[config.mk]
export PLATFORM = sky130hd
export DESIGN_NAME = mode_ctrl_fsm
export DESIGN_NICKNAME = d
export VERILOG_FILES = /design/src/rtl/mode_ctrl_fsm.sv
export SDC_FILE = /design/constraint.sdc
export NUM_CORES = 1
export LEC_CHECK = 0
export ABC_CLOCK_PERIOD_IN_PS = 2700
export CAP_MARGIN = 0
export CORE_MARGIN = 1
export CORE_UTILIZATION = 35
export DETAILED_ROUTE_END_ITERATION = 16
export PLACE_DENSITY = 0.59
export SLEW_MARGIN = 20
export SYNTH_ARGS = -nofsm -noshare
export SYNTH_HDL_FRONTEND = slang
export SYNTH_SLANG_ARGS = --single-unit
[constraint.sdc]
create_clock -name clk -period 2.7 [get_ports clk]
set_input_delay 0.81 -clock clk [delete_from_list [all_inputs] [get_ports clk]]
set_output_delay 0.81 -clock clk [all_outputs]
set_load 0.005 [all_outputs]
[src/rtl/mode_ctrl_fsm.sv]
// ============================================================================
// Module   : mode_ctrl_fsm (with helper mode_ctrl_btn_cls)
// Brief    : Button press classifier and display-mode / control decoder.
// Revision : 1.0
// ============================================================================
`default_nettype none

module mode_ctrl_btn_cls #(
  parameter int LONG_CNT   = 1000,
  parameter int REPEAT_CNT = 200,
  parameter int EN_REPEAT  = 0
) (
  input  logic       clk,
  input  logic       rst_n,
  input  logic       btn,
  output logic [1:0] evt
);
  localparam int CW = $clog2(LONG_CNT + 1);
  localparam int RW = $clog2(REPEAT_CNT + 1);
  localparam logic [CW-1:0] LONG_LAST = CW'(LONG_CNT - 1);
  localparam logic [RW-1:0] RPT_LAST  = RW'(REPEAT_CNT - 1);

  localparam logic [1:0] EVT_NONE  = 2'd0;
  localparam logic [1:0] EVT_SHORT = 2'd1;
  localparam logic [1:0] EVT_LONG  = 2'd2;
  localparam logic [1:0] EVT_RPT   = 2'd3;

  typedef enum logic [1:0] {ST_DISARM, ST_IDLE, ST_HELD, ST_LONG} state_t;

  state_t        state_q, state_d;
  logic [CW-1:0] cnt_q, cnt_d;
  logic [RW-1:0] rep_q, rep_d;
  logic [1:0]    evt_q, evt_d;

  always_comb begin
    state_d = state_q;
    cnt_d   = cnt_q;
    rep_d   = rep_q;
    evt_d   = EVT_NONE;
    case (state_q)
      // a button held through reset must be seen low before it can arm
      ST_DISARM: if (!btn) state_d = ST_IDLE;
      ST_IDLE: begin
        if (btn) begin
          cnt_d   = CW'(1);
          state_d = ST_HELD;
        end
      end
      ST_HELD: begin
        if (!btn) begin
          evt_d   = EVT_SHORT;
          cnt_d   = '0;
          state_d = ST_IDLE;
        end else begin
          cnt_d = cnt_q + CW'(1);
          if (cnt_q == LONG_LAST) begin
            evt_d   = EVT_LONG;
            rep_d   = '0;
            state_d = ST_LONG;
          end
        end
      end
      ST_LONG: begin
        if (!btn) begin
          cnt_d   = '0;
          rep_d   = '0;
          state_d = ST_IDLE;
        end else if (EN_REPEAT != 0) begin
          if (rep_q == RPT_LAST) begin
            evt_d = EVT_RPT;
            rep_d = '0;
          end else begin
            rep_d = rep_q + RW'(1);
          end
        end
      end
      default: state_d = ST_DISARM;
    endcase
  end

  always_ff @(posedge clk) begin
    if (rst_n) begin
      state_q <= ST_DISARM;
      cnt_q   <= '0;
      rep_q   <= '0;
      evt_q   <= EVT_NONE;
    end else begin
      state_q <= state_d;
      cnt_q   <= cnt_d;
      rep_q   <= rep_d;
      evt_q   <= evt_d;
    end
  end

  assign evt = evt_q;
endmodule

module mode_ctrl_fsm #(
  parameter int NUM_MODES  = 3,
  parameter int NUM_FIELDS = 2,
  parameter int LONG_CNT   = 1000,
  parameter int REPEAT_CNT = 200,
  localparam int MW = (NUM_MODES  > 2) ? $clog2(NUM_MODES)  : 1,
  localparam int FW = (NUM_FIELDS > 2) ? $clog2(NUM_FIELDS) : 1
) (
  input  logic          clk,
  input  logic          rst_n,
  input  logic          btn_mode,
  input  logic          btn_l,
  input  logic          btn_r,
  output logic [MW-1:0] mode_sel,
  output logic          running,
  output logic          lap_hold,
  output logic          setting,
  output logic [FW-1:0] field_sel,
  output logic          inc_pulse,
  output logic          clr_pulse
);
  localparam logic [1:0] EVT_NONE  = 2'd0;
  localparam logic [1:0] EVT_SHORT = 2'd1;
  localparam logic [1:0] EVT_LONG  = 2'd2;
  localparam logic [1:0] EVT_RPT   = 2'd3;
  localparam logic [MW-1:0] MODE_LAST  = MW'(NUM_MODES - 1);
  localparam logic [FW-1:0] FIELD_LAST = FW'(NUM_FIELDS - 1);

  logic [2:0] btn_vec;
  logic [1:0] evt [3];
  assign btn_vec = {btn_r, btn_l, btn_mode};

  // index 0 = mode, 1 = left, 2 = right; only the right button auto-repeats
  for (genvar gi = 0; gi < 3; gi++) begin : g_cls
    mode_ctrl_btn_cls #(
      .LONG_CNT  (LONG_CNT),
      .REPEAT_CNT(REPEAT_CNT),
      .EN_REPEAT ((gi == 2) ? 1 : 0)
    ) u_cls (
      .clk  (clk),
      .rst_n(rst_n),
      .btn  (btn_vec[gi]),
      .evt  (evt[gi])
    );
  end

  logic [MW-1:0] mode_q, mode_d;
  logic [FW-1:0] field_q, field_d;
  logic          running_q, running_d, lap_q, lap_d, setting_q, setting_d;
  logic          inc_q, inc_d, clr_q, clr_d;

  always_comb begin
    mode_d    = mode_q;
    field_d   = field_q;
    running_d = running_q;
    lap_d     = lap_q;
    setting_d = setting_q;
    inc_d     = 1'b0;
    clr_d     = 1'b0;
    if (evt[0] != EVT_NONE) begin
      mode_d    = (mode_q == MODE_LAST) ? '0 : mode_q + MW'(1);
      setting_d = 1'b0;
      field_d   = '0;
    end else if (mode_q == '0) begin
      if (evt[2] == EVT_SHORT) running_d = ~running_q;
      if (evt[1] == EVT_SHORT) begin
        if (running_q)  lap_d = ~lap_q;
        else if (lap_q) lap_d = 1'b0;
        else            clr_d = 1'b1;
      end
    end else begin
      if (setting_q) begin
        if (evt[2] == EVT_SHORT || evt[2] == EVT_RPT) inc_d = 1'b1;
        if (evt[1] == EVT_SHORT)
          field_d = (field_q == FIELD_LAST) ? '0 : field_q + FW'(1);
      end
      if (evt[2] == EVT_LONG) begin
        setting_d = ~setting_q;
        field_d   = '0;
      end
    end
  end

  always_ff @(posedge clk) begin
    if (rst_n) begin
      mode_q    <= '0;
      field_q   <= '0;
      running_q <= 1'b0;
      lap_q     <= 1'b0;
      setting_q <= 1'b0;
      inc_q     <= 1'b0;
      clr_q     <= 1'b0;
    end else begin
      mode_q    <= mode_d;
      field_q   <= field_d;
      running_q <= running_d;
      lap_q     <= lap_d;
      setting_q <= setting_d;
      inc_q     <= inc_d;
      clr_q     <= clr_d;
    end
  end

  assign mode_sel  = mode_q;
  assign running   = running_q;
  assign lap_hold  = lap_q;
  assign setting   = setting_q;
  assign field_sel = field_q;
  assign inc_pulse = inc_q;
  assign clr_pulse = clr_q;
endmodule

`default_nettype wire

==> results of run 1 <==
per-stage QoR:
step            util  power (mW)  std cells  hold slack [ps]
6_report       0.430        2.57        497              488
5_1_grt        0.430        2.77        497              503
4_1_cts        0.430        2.60        497              488
3_5_place_dp   0.405        1.74        482              479
3_3_place_gp   0.405        1.73        482              468
2_1_floorplan      -        1.56        362              452
worst reg2reg max path: stages (launching register included):
cell and delay [ps]:
dfxtp_1 410, ha_1 260, nand4bb_1 180, o41a_1 410
or4_1 550, o22ai_1 170
kinds of logic (layout without fill, tap and decap cells):
kind of cell,after synthesis,in the layout,synth area share
simple gates,157,157,0.286
compound gates,83,83,0.166
flops,58,58,0.383
buf+inv,27,57,0.0338
fa+ha+maj,16,16,0.0660
xor+xnor,13,13,0.0375
mux,8,8,0.0280
report_power, final:
| group | switching [mW] | internal [mW] | total [mW] |
|---|---|---|---|
| registers | 0.0646 | 0.924 | 0.988 |
| logic | 0.425 | 0.309 | 0.734 |
| clock network | 0.340 | 0.509 | 0.849 |
| total | 0.829 | 1.74 | 2.57 |
area by class of cell:
cell class	instances	area share
multi-input combinational	277	0.496
sequential	58	0.325
timing repair buffer	26	0.0666
tap	105	0.0368
clock buffer	9	0.0347
clock inverter	6	0.0231
inverter	16	0.0168
placed cells by master, fill, tap and decap left out, types with 8 or more instances in the layout:
cell type        count
dfxtp_1             58
a21oi_1             34
nand2_1             29
nor2_1              27
o21ai_0             19
inv_1               16
nand3_1             16
ha_1                16
buf_4               13
or3_1               12
clkdlybuf4s50_1     12
nand2b_1            11
nand4_1             10
clkbuf_8             9
xor2_1               8
worst max-delay path by stage:
stage | to | slack, ps | cells after the start
final | g_cls[2].u_cls.cnt_q[6]$_SDFFE_PP0P_ | 380 | 6
after global routing | g_cls[2].u_cls.cnt_q[6]$_SDFFE_PP0P_ | 240 | 6
after CTS | g_cls[2].u_cls.cnt_q[6]$_SDFFE_PP0P_ | 390 | 6
after detailed placement | g_cls[2].u_cls.cnt_q[6]$_SDFFE_PP0P_ | 50 | 6
after global placement | g_cls[2].u_cls.rep_q[5]$_SDFFE_PP0P_ | 100 | 5
after floorplan | g_cls[0].u_cls.cnt_q[8]$_SDFFE_PP0P_ | 470 | 5
per-layer routing:
layer	wire length [um]	GRT usage	share of wire
met1	3240	0.197	0.54
met2	2630	0.230	0.44
met3	122	0.0399	0.020
met4	31	0.0467	0.0051
met5	0	0	0
state kept, by name, summed over array words and instances, names as in the netlist:
| signal | count |
|---|---|
| g_cls.u_cls.state_q | 6 |
| running | 1 |
| setting | 1 |
| lap_hold | 1 |
| g_cls.u_cls.rep_q | 8 |
| g_cls.u_cls.evt | 6 |
| clr_pulse | 1 |
| inc_pulse | 1 |
| field_sel | 1 |
| mode_sel | 2 |
| g_cls.u_cls.cnt_q | 30 |
==> metrics.md, run 1 <==
| Metric | Value |
|---|---|
| Status | `complete, no violations` |
| Post-synth top cells | `dfxtp_1 (58), a21oi_1 (34), nand2_1 (29), nor2_1 (27), o21ai_0 (19)` |
| Gr usage total | `0.147` |
| Top cells by area, synth | `dfxtp_1 (38%), ha_1 (6.6%), a21oi_1 (5.6%)` |
| Max-cap violations | `0` |
| Iter 0 DRT Violations | `105` |
| Die Y | `95.1 um` |
| R2R setup slack | `650 ps` |
| Vias | `2,608` |
| Worst r2r path cells | `5` |
| Slew Viols, Final | `0` |
| Clock transition at path regs | `70 ps` |
| H-tree levels | `3` |
| Cts hold-fix bufs | `0` |
| Pin count of the biggest net entering global routing | `30` |
| Register area | `1160 um2` |
| Setup violators final | `0` |
| Slowest cell on crit path | `clkdlybuf4s50_1` |
| CP Launch Type | `primary input` |
| Detail Route Antenna Nets | `0` |
| Period utilisation layout | `0.860` |
| RSZ-0062 raised after global routing | `false` |
| Die Wd | `95.1 um` |
| Worst Setup End Kind | `flip-flop` |
| Hold_sp | `g_cls[2].u_cls.cnt_q[9]$_SDFFE_PP0P_` |
| Gate Count Post-Synth | `362` |
| I/O pin total | `13` |
| Power Density | `721 nW/um2` |
| Wire per inst | `12.1 um` |
| Worst r2r src | `g_cls[2].u_cls.cnt_q[0]$_SDFFE_PP0P_` |
| Crit path max-delay family | `buffers and inverters` |
| Final Skew | `9.92 ps` |
| Leak | `1.26 nW` |
| Pre-CTS setup slack | `47.2 ps` |
| Most instantiated library cell after synthesis | `dfxtp_1` |
| WL final | `6020 um` |
| Data arrival, critical path | `2570 ps` |
| Final WS setup | `378 ps` |
| Final hold violations | `0` |
| Hold Crit Endpoint | `g_cls[2].u_cls.cnt_q[9]$_SDFFE_PP0P_` |
| Fin area | `3570 um2` |
| Worst path cell trace | `clkdlybuf4s50_1, mux2i_1, nand4_1, buf_4, or3_1, a21oi_1` |
| YS warnings | `0` |
| Initial antenna violation count | `0` |
| Layout cells sized above 1 | `0.0944` |
| Clock sink total | `58` |
| Post-CTS Setup Inserts | `0` |
| Ant. Diodes | `0` |
| First-pass GRT wire length | `10,700 um` |
| CTS resizes | `0` |
| Clock root buffer | `clkbuf_8` |
| Main synth FF type | `dfxtp_1` |
| Max_slew headroom | `0.547` |
| Rows | `33` |
| Synth top area share | `0.383` |
| Syn_nets | `383` |
| Initial Util | `0.366` |
| Nets@finish | `409` |
| WP data required | `2950 ps` |
| Hold path cells | `2` |
| HPWL Detailed | `4310 um` |
| Fin crit period | `2320 ps` |
| Ys async rst share | `0` |
| EDFF count, synth | `0` |
| Core Footprint | `8300 um2` |
| Flops & latches, synth | `58` |
| Via density | `5.25` |
| Layout Area Growth over Synthesis | `17.6%` |
| CTS buffer count | `9` |
| Avg Inst Size Synth | `8.39 um2` |
| Cell area after synthesis | `3040 um2` |
| Critical path class | `primary input to flip-flop` |
| Worst-Margin Slew | `674 ps` |
| Vias in the first global route | `2,462` |
| Placed instance area | `3360 um2` |
| DRC viols | `0` |
| Peak VDD IR | `0.478 mV` |
| Global route overflow | `0` |
| Fill cell count | `821` |
| Setup TNS | `0 ps` |
| Crit path largest cell delay | `580 ps` |
| Sequential area share after synthesis | `0.383` |
| Worst Path Buf+Inv | `2` |
| CTS tree | `yes` |
| Multi-input logic area | `1770 um2` |
| Reg2Reg Capture Point | `g_cls[2].u_cls.rep_q[5]$_SDFFE_PP0P_` |
| Worst Path Max Fanout | `6` |
| Die Area | `9050 um2` |
| GP Congestion | `0.801` |
| CP startpoint | `btn_r` |
| Largest area contributor in the netlist | `dfxtp_1` |
| I/O Buffers | `12` |
| Worst-Skew Late Latency | `330 ps` |
| Synth cell types | `50` |
| Max Buffers Root-to-Sink | `2` |
| Peak Freq | `431 MHz` |
| Drt pass-1 iters | `4` |
| Tightest Hold Check Type | `flip-flop to flip-flop` |
(Power assumes the default switching activity.)
==> run 2: changes to the inputs <==
--- a/config.mk
+++ b/config.mk
@@ -10,7 +10,9 @@
 export CORE_MARGIN = 1
 export CORE_UTILIZATION = 35
 export DETAILED_ROUTE_END_ITERATION = 16
-export PLACE_DENSITY = 0.59
+export DONT_BUFFER_PORTS = 1
+export MAX_ROUTING_LAYER = met4
+export PLACE_DENSITY = 0.57
 export SLEW_MARGIN = 20
 export SYNTH_ARGS = -nofsm -noshare
 export SYNTH_HDL_FRONTEND = slang
==> run 2 against run 1 <==
- clock power decreased by 24%
- core utilization decreased by 3.5 points
- die area unchanged
- setup slack improved by 86 ps
- total power decreased by 10%
- register-to-register slack got worse by 190 ps
- via count decreased by 3.3%
- largest power group unchanged
==> metrics.md, run 2 (same netlist as run 1, synthesis figures left out) <==
| Metric | Value |
|---|---|
| Crit path max-delay family | `simple AND/OR/NAND/NOR gates (was buffers and inverters)` |
| Setup TNS | `0 ps (unchanged)` |
| WP data required | `2960 ps (was 2950 ps)` |
| Slew Viols, Final | `0 (unchanged)` |
| CTS buffer count | `9 (unchanged)` |
| Most frequent cells in the layout | `dfxtp_1 (58), a21oi_1 (34), nand2_1 (29), nor2_1 (27), o21ai_0 (19) (unchanged)` |
| Worst-Skew Late Latency | `330 ps (about the same)` |
| Vias in the first global route | `2,223 (was 2,462)` |
| Data arrival, critical path | `2500 ps (was 2570 ps)` |
| Initial Util | `0.366 (unchanged)` |
| Ant. Diodes | `0 (unchanged)` |
| Number of flip-flops in the largest register | `30 (unchanged)` |
| Wire per inst | `12.7 um (was 12.1 um)` |
| CP Launch Type | `flip-flop (was primary input)` |
| Worst path cell trace | `inv_1, ha_1, nand2_1, o41a_1, or4_1, o22ai_1 (was clkdlybuf4s50_1, mux2i_1, nand4_1, buf_4, or3_1, a21oi_1)` |
| RSZ-0062 raised after global routing | `false (unchanged)` |
| CTS tree | `yes (unchanged)` |
| Worst Path Buf+Inv | `1 (was 2)` |
| Fill cell count | `839 (was 821)` |
| Max-cap violations | `0 (unchanged)` |
| Critical path class | `flip-flop to flip-flop (was primary input to flip-flop)` |
| Drt pass-1 iters | `4 (unchanged)` |
| Via density | `5.35 (was 5.25)` |
| Worst-Margin Slew | `613 ps (was 674 ps)` |
| Rows | `33 (unchanged)` |
| Register area | `1160 um2 (unchanged)` |
| H-tree levels | `3 (unchanged)` |
| Status | `complete, no violations (unchanged)` |
| Worst Setup End Kind | `flip-flop (unchanged)` |
| Slowest cell on crit path | `or4_1 (was clkdlybuf4s50_1)` |
| DRC viols | `0 (unchanged)` |
| Peak VDD IR | `0.416 mV (was 0.478 mV)` |
| Period utilisation layout | `0.828 (was 0.860)` |
| Gr usage total | `0.147 (about the same)` |
| Layout cells sized above 1 | `0.0574 (was 0.0944)` |
| Setup violators final | `0 (unchanged)` |
| I/O pin total | `13 (unchanged)` |
| Design Power | `2.32 mW (was 2.57 mW)` |
| Clock transition at path regs | `60 ps (was 70 ps)` |
| HPWL Detailed | `4210 um (was 4310 um)` |
| Detail Route Antenna Nets | `0 (unchanged)` |
| Peak Freq | `447 MHz (was 431 MHz)` |
| Die Wd | `95.1 um (unchanged)` |
| Power Density | `707 nW/um2 (was 721 nW/um2)` |
| Final hold violations | `0 (unchanged)` |
| Leak | `1.13 nW (was 1.26 nW)` |
| Tightest Hold Check Type | `flip-flop to flip-flop (unchanged)` |
| Die Y | `95.1 um (unchanged)` |
| Max Buffers Root-to-Sink | `2 (unchanged)` |
| Iter 0 DRT Violations | `137 (was 105)` |
| Register with the most flip-flops | `g_cls.u_cls.cnt_q (unchanged)` |
| Clock sink total | `58 (unchanged)` |
| Top Registers | `g_cls.u_cls.cnt_q (30), g_cls.u_cls.rep_q (8) (unchanged)` |
| Commonest non-fill, non-tap cell in the layout | `dfxtp_1 (unchanged)` |
| Die Area | `9050 um2 (unchanged)` |
| Post-CTS Setup Inserts | `0 (unchanged)` |
| I/O Buffers | `0 (was 12)` |
| Multi-input logic area | `1770 um2 (unchanged)` |
| First-pass GRT wire length | `10,200 um (was 10,700 um)` |
| Worst Path Max Fanout | `11 (was 6)` |
| Initial antenna violation count | `0 (unchanged)` |
| Core Footprint | `8300 um2 (unchanged)` |
| Cts hold-fix bufs | `0 (unchanged)` |
| CTS resizes | `0 (unchanged)` |
| Global route overflow | `0 (unchanged)` |
| WL final | `5970 um (was 6020 um)` |
| Nets@finish | `383 (was 409)` |
| R2R setup slack | `460 ps (was 650 ps)` |
| Fin crit period | `2240 ps (was 2320 ps)` |
| Max_slew headroom | `0.588 (was 0.547)` |
| Crit path largest cell delay | `600 ps (was 580 ps)` |
| Pin count of the biggest net entering global routing | `43 (was 30)` |
| Final Skew | `6.92 ps (was 9.92 ps)` |
| Layout Area Growth over Synthesis | `7.91% (was 17.6%)` |
| Vias | `2,521 (was 2,608)` |
| Clock root buffer | `clkbuf_8 (unchanged)` |
| GP Congestion | `0.820 (was 0.801)` |
==> run 2: final timing paths <==
kind | startpoint | end | cells past startpoint
max | g_cls[2].u_cls.state_q[0]$_SDFFE_PP0P_ | g_cls[2].u_cls.rep_q[5]$_SDFFE_PP0P_ | 6
min | g_cls[0].u_cls.cnt_q[8]$_SDFFE_PP0P_ | g_cls[0].u_cls.cnt_q[8]$_SDFFE_PP0P_ | 2
max reg2reg | g_cls[2].u_cls.state_q[0]$_SDFFE_PP0P_ | g_cls[2].u_cls.rep_q[5]$_SDFFE_PP0P_ | 6
min reg2reg | g_cls[0].u_cls.cnt_q[8]$_SDFFE_PP0P_ | g_cls[0].u_cls.cnt_q[8]$_SDFFE_PP0P_ | 2
==> run 2: final cells by class <==
class,count,area share
Multi-Input combinational cell,277,0.541
Tap cell,105,0.0401
Sequential cell,58,0.354
Inverter,16,0.0183
Clock inverter,4,0.00611
Clock buffer,11,0.0401
==> run 2: routing by layer <==
metal  share of wire  routed length, um  vias to the layer above  GRT usage
met2            0.41               2470                       31      0.210
met3           0.039                232                       15     0.0311
met4           0.022                129                        0     0.0795
li1                -                  -                     1319          -
met1            0.53               3140                     1156      0.193
met5               0                  0                        -          -
==> run 2: where the power goes <==
group	internal, mW	total (mW)	switching (mW)
combinational	0.272	0.681	0.409
clock	0.321	0.645	0.323
sequential	0.924	0.990	0.0656
==> run 2: through the flow <==
stage	hold WS (ps)	util	area (um2)	worst slack, ps	instances
after global routing	501	0.395	3280	337	471
after global placement	468	0.376	3120	501	456
after floorplan	452	-	3040	474	362
after detailed placement	470	0.376	3120	478	456
final	480	0.395	3280	463	471
after CTS	481	0.395	3280	478	471
==> run 2: tightest hold or removal path, stage by stage, from the launching register on <==
cell and delay (ps):
dfxtp_1 320, o31ai_1 60, a21oi_1 50
==> run 3: changes to the inputs <==
--- a/config.mk
+++ b/config.mk
@@ -5,7 +5,7 @@
 export SDC_FILE = /design/constraint.sdc
 export NUM_CORES = 1
 export LEC_CHECK = 0
-export ABC_CLOCK_PERIOD_IN_PS = 2700
+export ABC_CLOCK_PERIOD_IN_PS = 2100
 export CAP_MARGIN = 0
 export CORE_MARGIN = 1
 export CORE_UTILIZATION = 35
==> constraint.sdc (replaced) <==
create_clock -name clk -period 2.1 [get_ports clk]
set_input_delay 0.63 -clock clk [delete_from_list [all_inputs] [get_ports clk]]
set_output_delay 0.63 -clock clk [all_outputs]
set_load 0.005 [all_outputs]
==> run 3 against run 2 <==
- critical path depth shrank 1
- worst hold slack lost 130 ps
- total power is 46% higher
- design area rose by 4.2%
- non-clock buffer count rose by 6
- global-route usage rose by 0.76 points
- combinational power grew 33%
- setup slack got worse by 340 ps
- routed wire length up 2.0%
- clock power rose by 88%
- core utilization increased by 1.6 points
- critical path type unchanged
- critical endpoint unchanged
==> metrics.md, run 3 (same netlist as run 1, synthesis figures left out) <==
| Metric | Value |
|---|---|
| Clock root buffer | `clkbuf_8 (unchanged)` |
| Final Skew | `13.1 ps (was 6.92 ps)` |
| Tightest Hold Check Type | `primary input to flip-flop (was flip-flop to flip-flop)` |
| I/O Buffers | `0 (unchanged)` |
| CP Launch Type | `flip-flop (unchanged)` |
| Final std cells w/o fill | `478 (was 471)` |
| Die Y | `95.1 um (unchanged)` |
| Layout cells sized above 1 | `0.0831 (was 0.0574)` |
| Clock sink total | `58 (unchanged)` |
| Die Area | `9050 um2 (unchanged)` |
| Setup violators final | `0 (unchanged)` |
| Slew Viols, Final | `0 (unchanged)` |
| Rows | `33 (unchanged)` |
| Global route overflow | `0 (unchanged)` |
| Critical path class | `flip-flop to flip-flop (unchanged)` |
| Max_slew headroom | `0.573 (was 0.588)` |
| Peak VDD IR | `0.532 mV (was 0.416 mV)` |
| Period utilisation layout | `0.940 (was 0.828)` |
| DRC viols | `0 (unchanged)` |
| Worst-Skew Late Latency | `340 ps (was 330 ps)` |
| Hold_sp | `btn_mode (was g_cls[0].u_cls.cnt_q[8]$_SDFFE_PP0P_)` |
| DP Cell Count | `462 (was 456)` |
| Die Wd | `95.1 um (unchanged)` |
| Drt pass-1 iters | `4 (unchanged)` |
| Worst path cell trace | `ha_1, nand4bb_1, o41a_1, or4_1, o22ai_1 (was inv_1, ha_1, nand2_1, o41a_1, or4_1, o22ai_1)` |
| Initial Util | `0.366 (unchanged)` |
| HPWL Detailed | `4300 um (was 4210 um)` |
| Register with the most flip-flops | `g_cls.u_cls.cnt_q (unchanged)` |
| Status | `complete, no violations (unchanged)` |
| WL final | `6090 um (was 5970 um)` |
| Vias in the first global route | `2,414 (was 2,223)` |
| Data arrival, critical path | `2230 ps (was 2500 ps)` |
| Reg2Reg Capture Point | `g_cls[2].u_cls.rep_q[5]$_SDFFE_PP0P_ (unchanged)` |
| Final hold violations | `0 (unchanged)` |
| Top Registers | `g_cls.u_cls.cnt_q (30), g_cls.u_cls.rep_q (8) (unchanged)` |
| Sw Pwr | `1.07 mW (was 0.798 mW)` |
| GP Congestion | `0.763 (was 0.820)` |
| WP data required | `2360 ps (was 2960 ps)` |
| Sequential fraction of design power | `0.374 (was 0.428)` |
| Worst r2r src | `g_cls[2].u_cls.cnt_q[1]$_SDFFE_PP0P_ (was g_cls[2].u_cls.state_q[0]$_SDFFE_PP0P_)` |
| Nets@finish | `389 (was 383)` |
| Initial antenna violation count | `0 (unchanged)` |
| Crit path max-delay family | `simple AND/OR/NAND/NOR gates (unchanged)` |
| RSZ-0062 raised after global routing | `false (unchanged)` |
| Hold path cells | `1 (was 2)` |
| Number of flip-flops in the largest register | `30 (unchanged)` |
| Peak Freq | `507 MHz (was 447 MHz)` |
| Iter 0 DRT Violations | `124 (was 137)` |
| Vias | `2,555 (was 2,521)` |
| Worst Setup End Kind | `flip-flop (unchanged)` |
| Layout Area Growth over Synthesis | `12.4% (was 7.91%)` |
| Commonest non-fill, non-tap cell in the layout | `dfxtp_1 (unchanged)` |
| H-tree levels | `3 (unchanged)` |
| Slowest cell on crit path | `or4_1 (unchanged)` |
| Ant. Diodes | `0 (unchanged)` |
| Combinational share of power | `0.268 (was 0.294)` |
| Clock transition at path regs | `80 ps (was 60 ps)` |
| Clock power share | `0.357 (was 0.278)` |
| Internal power | `2.32 mW (was 1.52 mW)` |
| Worst-Margin Slew | `632 ps (was 613 ps)` |
| Wire per inst | `12.7 um (about the same)` |
| Max Buffers Root-to-Sink | `2 (unchanged)` |
| Power Density | `993 nW/um2 (was 707 nW/um2)` |
| Max-cap violations | `0 (unchanged)` |
| Most frequent cells in the layout | `dfxtp_1 (58), a21oi_1 (34), nand2_1 (29), nor2_1 (27), o21ai_0 (19) (unchanged)` |
| CTS tree | `yes (unchanged)` |
| Core Footprint | `8300 um2 (unchanged)` |
| R2R setup slack | `130 ps (was 460 ps)` |
| Leak | `1.19 nW (was 1.13 nW)` |
| I/O pin total | `13 (unchanged)` |
| Fin crit period | `1970 ps (was 2240 ps)` |
| Gr usage total | `0.155 (was 0.147)` |
| Cts hold-fix bufs | `0 (unchanged)` |
| Worst Path Buf+Inv | `0 (was 1)` |
| CTS buffer count | `9 (unchanged)` |
| Worst Path Max Fanout | `4 (was 11)` |
| Via density | `5.35 (about the same)` |
| Sw frac | `0.315 (was 0.345)` |
| Detail Route Antenna Nets | `0 (unchanged)` |
| Setup TNS | `0 ps (unchanged)` |
| Hold Crit Endpoint | `g_cls[0].u_cls.evt[0]$_SDFF_PP0_ (was g_cls[0].u_cls.cnt_q[8]$_SDFFE_PP0P_)` |
| Fill cell count | `838 (was 839)` |
| Crit path largest cell delay | `560 ps (was 600 ps)` |
| Pin count of the biggest net entering global routing | `43 (unchanged)` |
| First-pass GRT wire length | `10,700 um (was 10,200 um)` |
| Worst r2r path cells | `5 (was 6)` |
==> run 3: changes by cell type in the layout (fill, tap and decap cells not counted) <==
| cell | before | now |
|---|---|---|
| buf_4 | 0 | 6 |
| clkbuf_8 | 9 | 12 |
| clkinv_2 | 4 | 1 |
| bufinv_16 | 0 | 2 |
| clkbuf_1 | 2 | 0 |
| clkinvlp_4 | 0 | 1 |
| nand3_1 | 16 | 15 |
| nand3_2 | 0 | 1 |
==> run 3: cell type report <==
class / instances / area, um2 / area share
Multi-Input combinational cell: 277 / 1780 / 0.521
Sequential cell: 58 / 1160 / 0.340
Clock buffer: 12 / 165 / 0.0484
Tap cell: 105 / 131 / 0.0385
Clock inverter: 4 / 72.6 / 0.0213
Inverter: 16 / 60.1 / 0.0176
Timing Repair Buffer: 6 / 45.0 / 0.0132
==> run 3: per-stage QoR <==
stage	hold WS [ps]	setup WS [ps]	power, mW	util	area (um2)
after floorplan	452	53.7	2.01	-	3040
after global placement	466	206	2.18	0.382	3170
after detailed placement	470	138	2.19	0.382	3170
after CTS	338	128	3.41	0.411	3410
after global routing	337	2.88	3.63	0.411	3410
final	354	127	3.39	0.411	3410
==> run 3: power by group through the flow <==
| stage | clock network (mW) | logic (mW) | registers [mW] |
|---|---|---|---|
| 2_1_floorplan | 0 | 0.730 | 1.28 |
| 3_3_place_gp | 0 | 0.891 | 1.29 |
| 3_5_place_dp | 0 | 0.896 | 1.29 |
| 4_1_cts | 1.24 | 0.901 | 1.27 |
| 5_1_grt | 1.30 | 1.05 | 1.28 |
| 6_report | 1.21 | 0.909 | 1.27 |
==> run 3: worst reg2reg max path, delay by kind of cell, from the launching register on <==
kind / cells / cell delay (ps)
fa+ha+maj: 1 / 220
compound gates: 2 / 590
simple gates: 2 / 710
flops: 1 / 370
==> run 3: metal layers <==
layer	global-route usage	vias up	part of all wire
li1	-	1332	-
met1	0.197	1180	0.51
met2	0.230	30	0.43
met3	0.0335	13	0.042
met4	0.0795	0	0.021
met5	-	-	0
==> run 3: repair_timing <==
| action | CTS | global route |
|---|---|---|
| buffers inserted | 0 | 0 |
| setup endpoints to repair | 0 | 1 |
| resized for setup | 0 | 1 |
==> run 3: worst max-delay path by stage <==
stage,from,to,slack [ps],depth (start not counted)
floorplan,btn_mode,g_cls[0].u_cls.cnt_q[8]$_SDFFE_PP0P_,50,5
global placement,g_cls[2].u_cls.cnt_q[1]$_SDFFE_PP0P_,g_cls[2].u_cls.rep_q[5]$_SDFFE_PP0P_,210,5
detailed placement,g_cls[2].u_cls.cnt_q[1]$_SDFFE_PP0P_,g_cls[2].u_cls.rep_q[5]$_SDFFE_PP0P_,140,5
CTS,g_cls[2].u_cls.cnt_q[1]$_SDFFE_PP0P_,g_cls[2].u_cls.rep_q[5]$_SDFFE_PP0P_,130,5
global route,g_cls[2].u_cls.cnt_q[1]$_SDFFE_PP0P_,g_cls[2].u_cls.rep_q[5]$_SDFFE_PP0P_,3,5
finish,g_cls[2].u_cls.cnt_q[1]$_SDFFE_PP0P_,g_cls[2].u_cls.rep_q[5]$_SDFFE_PP0P_,130,5
==> RTL change 1 (flow settings as in run 3) <==
Make the reset (`rst_n`) asynchronous in 2 clocked blocks.
--- a/src/rtl/mode_ctrl_fsm.sv
+++ b/src/rtl/mode_ctrl_fsm.sv
@@ -78,7 +78,7 @@
     endcase
   end
 
-  always_ff @(posedge clk) begin
+  always_ff @(posedge clk or posedge rst_n) begin
     if (rst_n) begin
       state_q <= ST_DISARM;
       cnt_q   <= '0;
@@ -178,7 +178,7 @@
     end
   end
 
-  always_ff @(posedge clk) begin
+  always_ff @(posedge clk or posedge rst_n) begin
     if (rst_n) begin
       mode_q    <= '0;
       field_q   <= '0;
Behaviour: differs if rst_n is asserted again (counterexample within 10 cycles, from zero or initial values and one cycle with rst_n high); with rst_n held inactive, the same outputs for 10 cycles.
==> RTL change 1 against run 3 <==
- die area grew 6.5%
- sequential share of layout area grew 6.1 points
- setup slack gained 110 ps
- clock power shrank 9.9%
- total power grew 8.9%
- wire length grew 11%
- maximum frequency grew 6.1%
- global-route usage grew 0.69 points
- area after synthesis grew 6.7%
- hold slack lost 120 ps
- final area grew 5.9%
- sequential cell count is the same
- critical path type unchanged
- largest power group unchanged
- highest routed layer unchanged
==> RTL change 1: results (changes against run 3) <==
| Metric | Value |
|---|---|
| Net count after synthesis | 374 (-2.3%) |
| Number of antenna repair diodes | 0 (unchanged) |
| Peak VDD IR | 0.4152 mV (-22%) |
| Share of cells above drive strength 1 | 9.589% (+1.3 points) |
| Leakage | 1.568 nW (+31%) |
| Dpl ws | 192.2 ps (+54.12 ps) |
| Largest delay contributor family on the critical path | simple AND/OR/NAND/NOR gates |
| Longest Clk Path Bufs | 2 (unchanged) |
| Maximum cell stage delay along the critical path | 480 ps (-80 ps) |
| Final setup skew | 9.897 ps (-3.243 ps) |
| Slew at the pin closest to its max-slew limit | 535.0 ps (-96.77 ps) |
| Vias in the first global route | 2545 (+5.4%) |
| Routed wire length | 6763 um (+11%) |
| WP data arrival | 2090 ps (-140 ps) |
| Routability cong. | 0.7829 (+2.6%) |
| Final HPWL from detailed placement | 4667 um (+8.5%) |
| DP Cell Count | 458 (-0.87%) |
| Status | finished clean |
| Critical path launch point | g_cls[2].u_cls.cnt_q[0]$_DFFE_PP0P_ |
| DRC violation total after the first TritonRoute iteration | 130 (+4.8%) |
| Synth cell count leaders | 58 x sky130_fd_sc_hd__dfrtp_1, 53 x sky130_fd_sc_hd__o21ai_0, 33 x sky130_fd_sc_hd__nand2_1 |
| Antenna violations before repair | 0 (unchanged) |
| Maximum number of pins on one net before global-route repair | 59 (+37%) |
| Reg clk slew, reported paths | 70 ps |
| Total setup buffers inserted after CTS | 0 (unchanged) |
| Worst min path class | primary input to async pin |
| Number of pins with negative max-slew slack in the final report | 0 (unchanged) |
| Share of synthesized area occupied by flip-flops and latches | 44.82% (+6.6 points) |
| Detailed-router iteration count before antenna repair | 4 (unchanged) |
| Post-Synthesis Mean Instance Area | 9.173 um^2 (+9.4%) |
| Largest fanout on the critical path | 5 (+1) |
| Number of distinct library cell variants in the gate-level netlist after synthesis | 51 (+2.0%) |
| Switching fraction of total power | 34.66% (+3.2 points) |
| Number of input and output port buffers inserted | 0 (unchanged) |
| Main area contributors after synthesis | sky130_fd_sc_hd__dfrtp_1 45%, sky130_fd_sc_hd__o21ai_0 8.2%, sky130_fd_sc_hd__ha_1 6.2% |
| GRT met1 Usage | 20.67% (+0.93 points) |
| Non-filler cells in the finished layout | 473 (-1.0%) |
| Final Net Count | 382 (-1.8%) |
| First-pass GRT wire length | 12160 um (+14%) |
| Library cell used as clock root buffer | sky130_fd_sc_hd__clkbuf_8 |
| Max H-tree Level | 3 (unchanged) |
| Leading registers by flop count | g_cls.u_cls.cnt_q: 30 flops, g_cls.u_cls.rep_q: 8 flops |
| Post-synthesis async set-or-reset flop share | 100.0% (+100 points) |
| GRT Total Usage | 16.20% (+0.69 points) |
| Syn. warnings | 0 (unchanged) |
| CTS Buf Count | 9 (unchanged) |
| Met2 GRT Util | 24.38% (+1.4 points) |
| Avg Vias per Cell | 5.539 (+3.6%) |
| CP max stage cell | sky130_fd_sc_hd__or4_4 |
| Latest clock arrival within the worst-skew pair | 340 ps (about the same) |
| Met3 track demand over resource in global routing | 3.579% (+0.23 points) |
## RTL change 1: path summary, 6_finish.rpt
kind | to | slack [ps] | depth (start not counted)
hold reg to reg | g_cls[0].u_cls.cnt_q[8]$_DFFE_PP0P_ | 480 | 1
max in group asynchronous | g_cls[1].u_cls.cnt_q[8]$_DFFE_PP0P_ | 1610 | 2
setup reg to reg | g_cls[2].u_cls.rep_q[3]$_DFFE_PP0P_ | 240 | 5
min in group clk | g_cls[0].u_cls.evt[0]$_DFF_PP0_ | 350 | 1
setup / recovery | g_cls[2].u_cls.rep_q[3]$_DFFE_PP0P_ | 240 | 5
hold / removal | g_cls[2].u_cls.cnt_q[7]$_DFFE_PP0P_ | 230 | 2
## RTL change 1: timing repair
action / in CTS / in global routing
endpoints found under the setup margin: 0 / 1
hold endpoints to repair: 0 / 0
resized for setup: 0 / 1
## RTL change 1: through the flow
stage / area, um^2 / hold slack [ps]
floorplan: 3238 / 438.0
global placement: 3408 / 461.2
detailed placement: 3408 / 465.6
CTS: 3608 / 240.5
global route: 3613 / 263.3
finish: 3613 / 231.2
## RTL change 1: cells by family (layout without fill, tap and decap cells)
family                   after synthesis  count (layout)  synth area share [%]
AO/OA/AOI/OAI                        110             110                 21.41
flip-flops                            58              58                 44.82
adder cells (fa/ha/maj)               16              16                 6.182
XOR/XNOR                               3               3                0.8116
buffers and inverters                 30              42                 3.825
multiplexers                           1               1                0.3477
AND/OR/NAND/NOR                      135             135                 22.60
## RTL change 1: area by class of cell
cell class | instances | area, um^2
clock inverters | 3 | 65.06
inverters | 15 | 56.30
repair buffers | 12 | 102.6
fillers | 891 | 5235
multi-input cells | 265 | 1668
clock buffers | 12 | 135.1
flip-flops and latches | 58 | 1451
well taps | 108 | 135.1
## RTL change 1: power by group through the flow
| stage | sequential (W) | clock [W] | combinational [W] |
|---|---|---|---|
| final | 0.00144 | 0.00109 | 0.00117 |
| after global routing | 0.00147 | 0.00118 | 0.00135 |
| after CTS | 0.00144 | 0.00112 | 0.00117 |
| after detailed placement | 0.00146 | 0 | 0.00117 |
| after global placement | 0.00145 | 0 | 0.00114 |
| after floorplan | 0.00141 | 0 | 0.000887 |
## RTL change 1: metal layers
metal	share of wire (%)	wire [um]
met5	0	0
met2	45	3053
met1	50	3399
met3	2.6	179
met4	1.9	130
## RTL change 1: worst reg2reg max path: stages, from the launching register on
cell,delay (ps)
sky130_fd_sc_hd__dfrtp_1,390
sky130_fd_sc_hd__ha_1,250
sky130_fd_sc_hd__nand4b_1,170
sky130_fd_sc_hd__or4_4,480
sky130_fd_sc_hd__a22o_1,250
sky130_fd_sc_hd__a22o_1,220
==> RTL change 2 (config.mk and constraints of run 3) <==
Without the edit above. The parameter `NUM_FIELDS` goes from 2 to 1.
--- a/src/rtl/mode_ctrl_fsm.sv
+++ b/src/rtl/mode_ctrl_fsm.sv
@@ -97,7 +97,7 @@
 
 module mode_ctrl_fsm #(
   parameter int NUM_MODES  = 3,
-  parameter int NUM_FIELDS = 2,
+  parameter int NUM_FIELDS = 1,
   parameter int LONG_CNT   = 1000,
   parameter int REPEAT_CNT = 200,
   localparam int MW = (NUM_MODES  > 2) ? $clog2(NUM_MODES)  : 1,
Check against the original RTL: same outputs for any inputs over 10 cycles, from zero or initial values and one cycle with rst_n high; that may be too few to reach the edited logic, so the function may still have changed.
==> RTL change 2 against run 3 <==
- wire length is 6.4% higher
- first-iteration DRC count down 28%
- sequential cell count decreased by 1
- final area is 1.5% higher
- largest power group unchanged
- setup slack worse by 53 ps
- total power fell by 4.9%
- critical endpoint is now g_cls[2].u_cls.rep_q[7]$_SDFFE_PP0P_
- area after synthesis up 0.78%
==> RTL change 2: results (changes against run 3) <==
| Metric | Value |
|---|---|
| Net count after synthesis | 381 (-0.52%) |
| Number of filler cells placed in the layout | 844 (+0.72%) |
| Total met2 wirelength after detailed routing | 2954 um (+14%) |
| Status | finished clean |
| WP data arrival | 2290 ps (+60 ps) |
| DRC violation total after the first TritonRoute iteration | 89 (-28%) |
| Via count | 2671 (+4.5%) |
| Share of the core filled with cells in the final layout | 41.54% (+0.43 points) |
| Dpl ws | 66.28 ps (-71.81 ps) |
| Post-Synthesis Mean Instance Area | 8.498 um^2 (+1.3%) |
| CP max stage cell | sky130_fd_sc_hd__or4_4 |
| GRT met1 Usage | 19.71% (-0.036 points) |
| DP Cell Count | 467 (+1.1%) |
| Area of placed instances | 3233 um^2 (+2.0%) |
| Drt wl/cell | 13.37 um (+4.9%) |
| Routability cong. | 0.8289 (+8.6%) |
| Leakage | 1.205 nW (+0.88%) |
| Largest fanout on the critical path | 8 (+4) |
| Final setup skew | 12.09 ps (-1.052 ps) |
| FF-to-FF End | g_cls[2].u_cls.rep_q[7]$_SDFFE_PP0P_ |
| Share of synthesized area occupied by flip-flops and latches | 37.30% (-0.95 points) |
| Vias in the first global route | 2431 (+0.70%) |
| GRT Total Usage | 15.74% (+0.23 points) |
| Worst setup slack for register-to-register paths | 70 ps (-50 ps) |
| Area share of fa/ha/maj cells after synthesis | 6.544% (-0.051 points) |
| Share of the synthesized area in compound gates (AO/OA/AOI/OAI) | 18.04% (+1.4 points) |
[RTL change 2: cell count changes after synthesis, sizes merged, moves of 4 or more]
cell and delta:
mux2i -4, xnor2 +4, nand2b -7, or3 -6, buf +5, nor2b -4
nor3 +4, a21oi -7, nor4b +4, a22oi +4
[RTL change 2: power groups by stage]
stage,Clock [W],Sequential (W),Combinational (W)
2_1_floorplan,0,0.00125,0.000695
3_3_place_gp,0,0.00126,0.000885
3_5_place_dp,0,0.00127,0.000890
4_1_cts,0.00112,0.00124,0.000895
5_1_grt,0.00115,0.00125,0.00101
6_report,0.00108,0.00124,0.000904
[RTL change 2: cell type report]
| class | count | share of cell area (%) |
|---|---|---|
| multi-input combinational | 269 | 51.07 |
| sequential | 57 | 32.97 |
| tap | 105 | 3.792 |
| inverter | 19 | 2.059 |
| timing repair buffer | 19 | 4.117 |
| clock buffer | 14 | 4.984 |
| clock inverter | 2 | 1.011 |
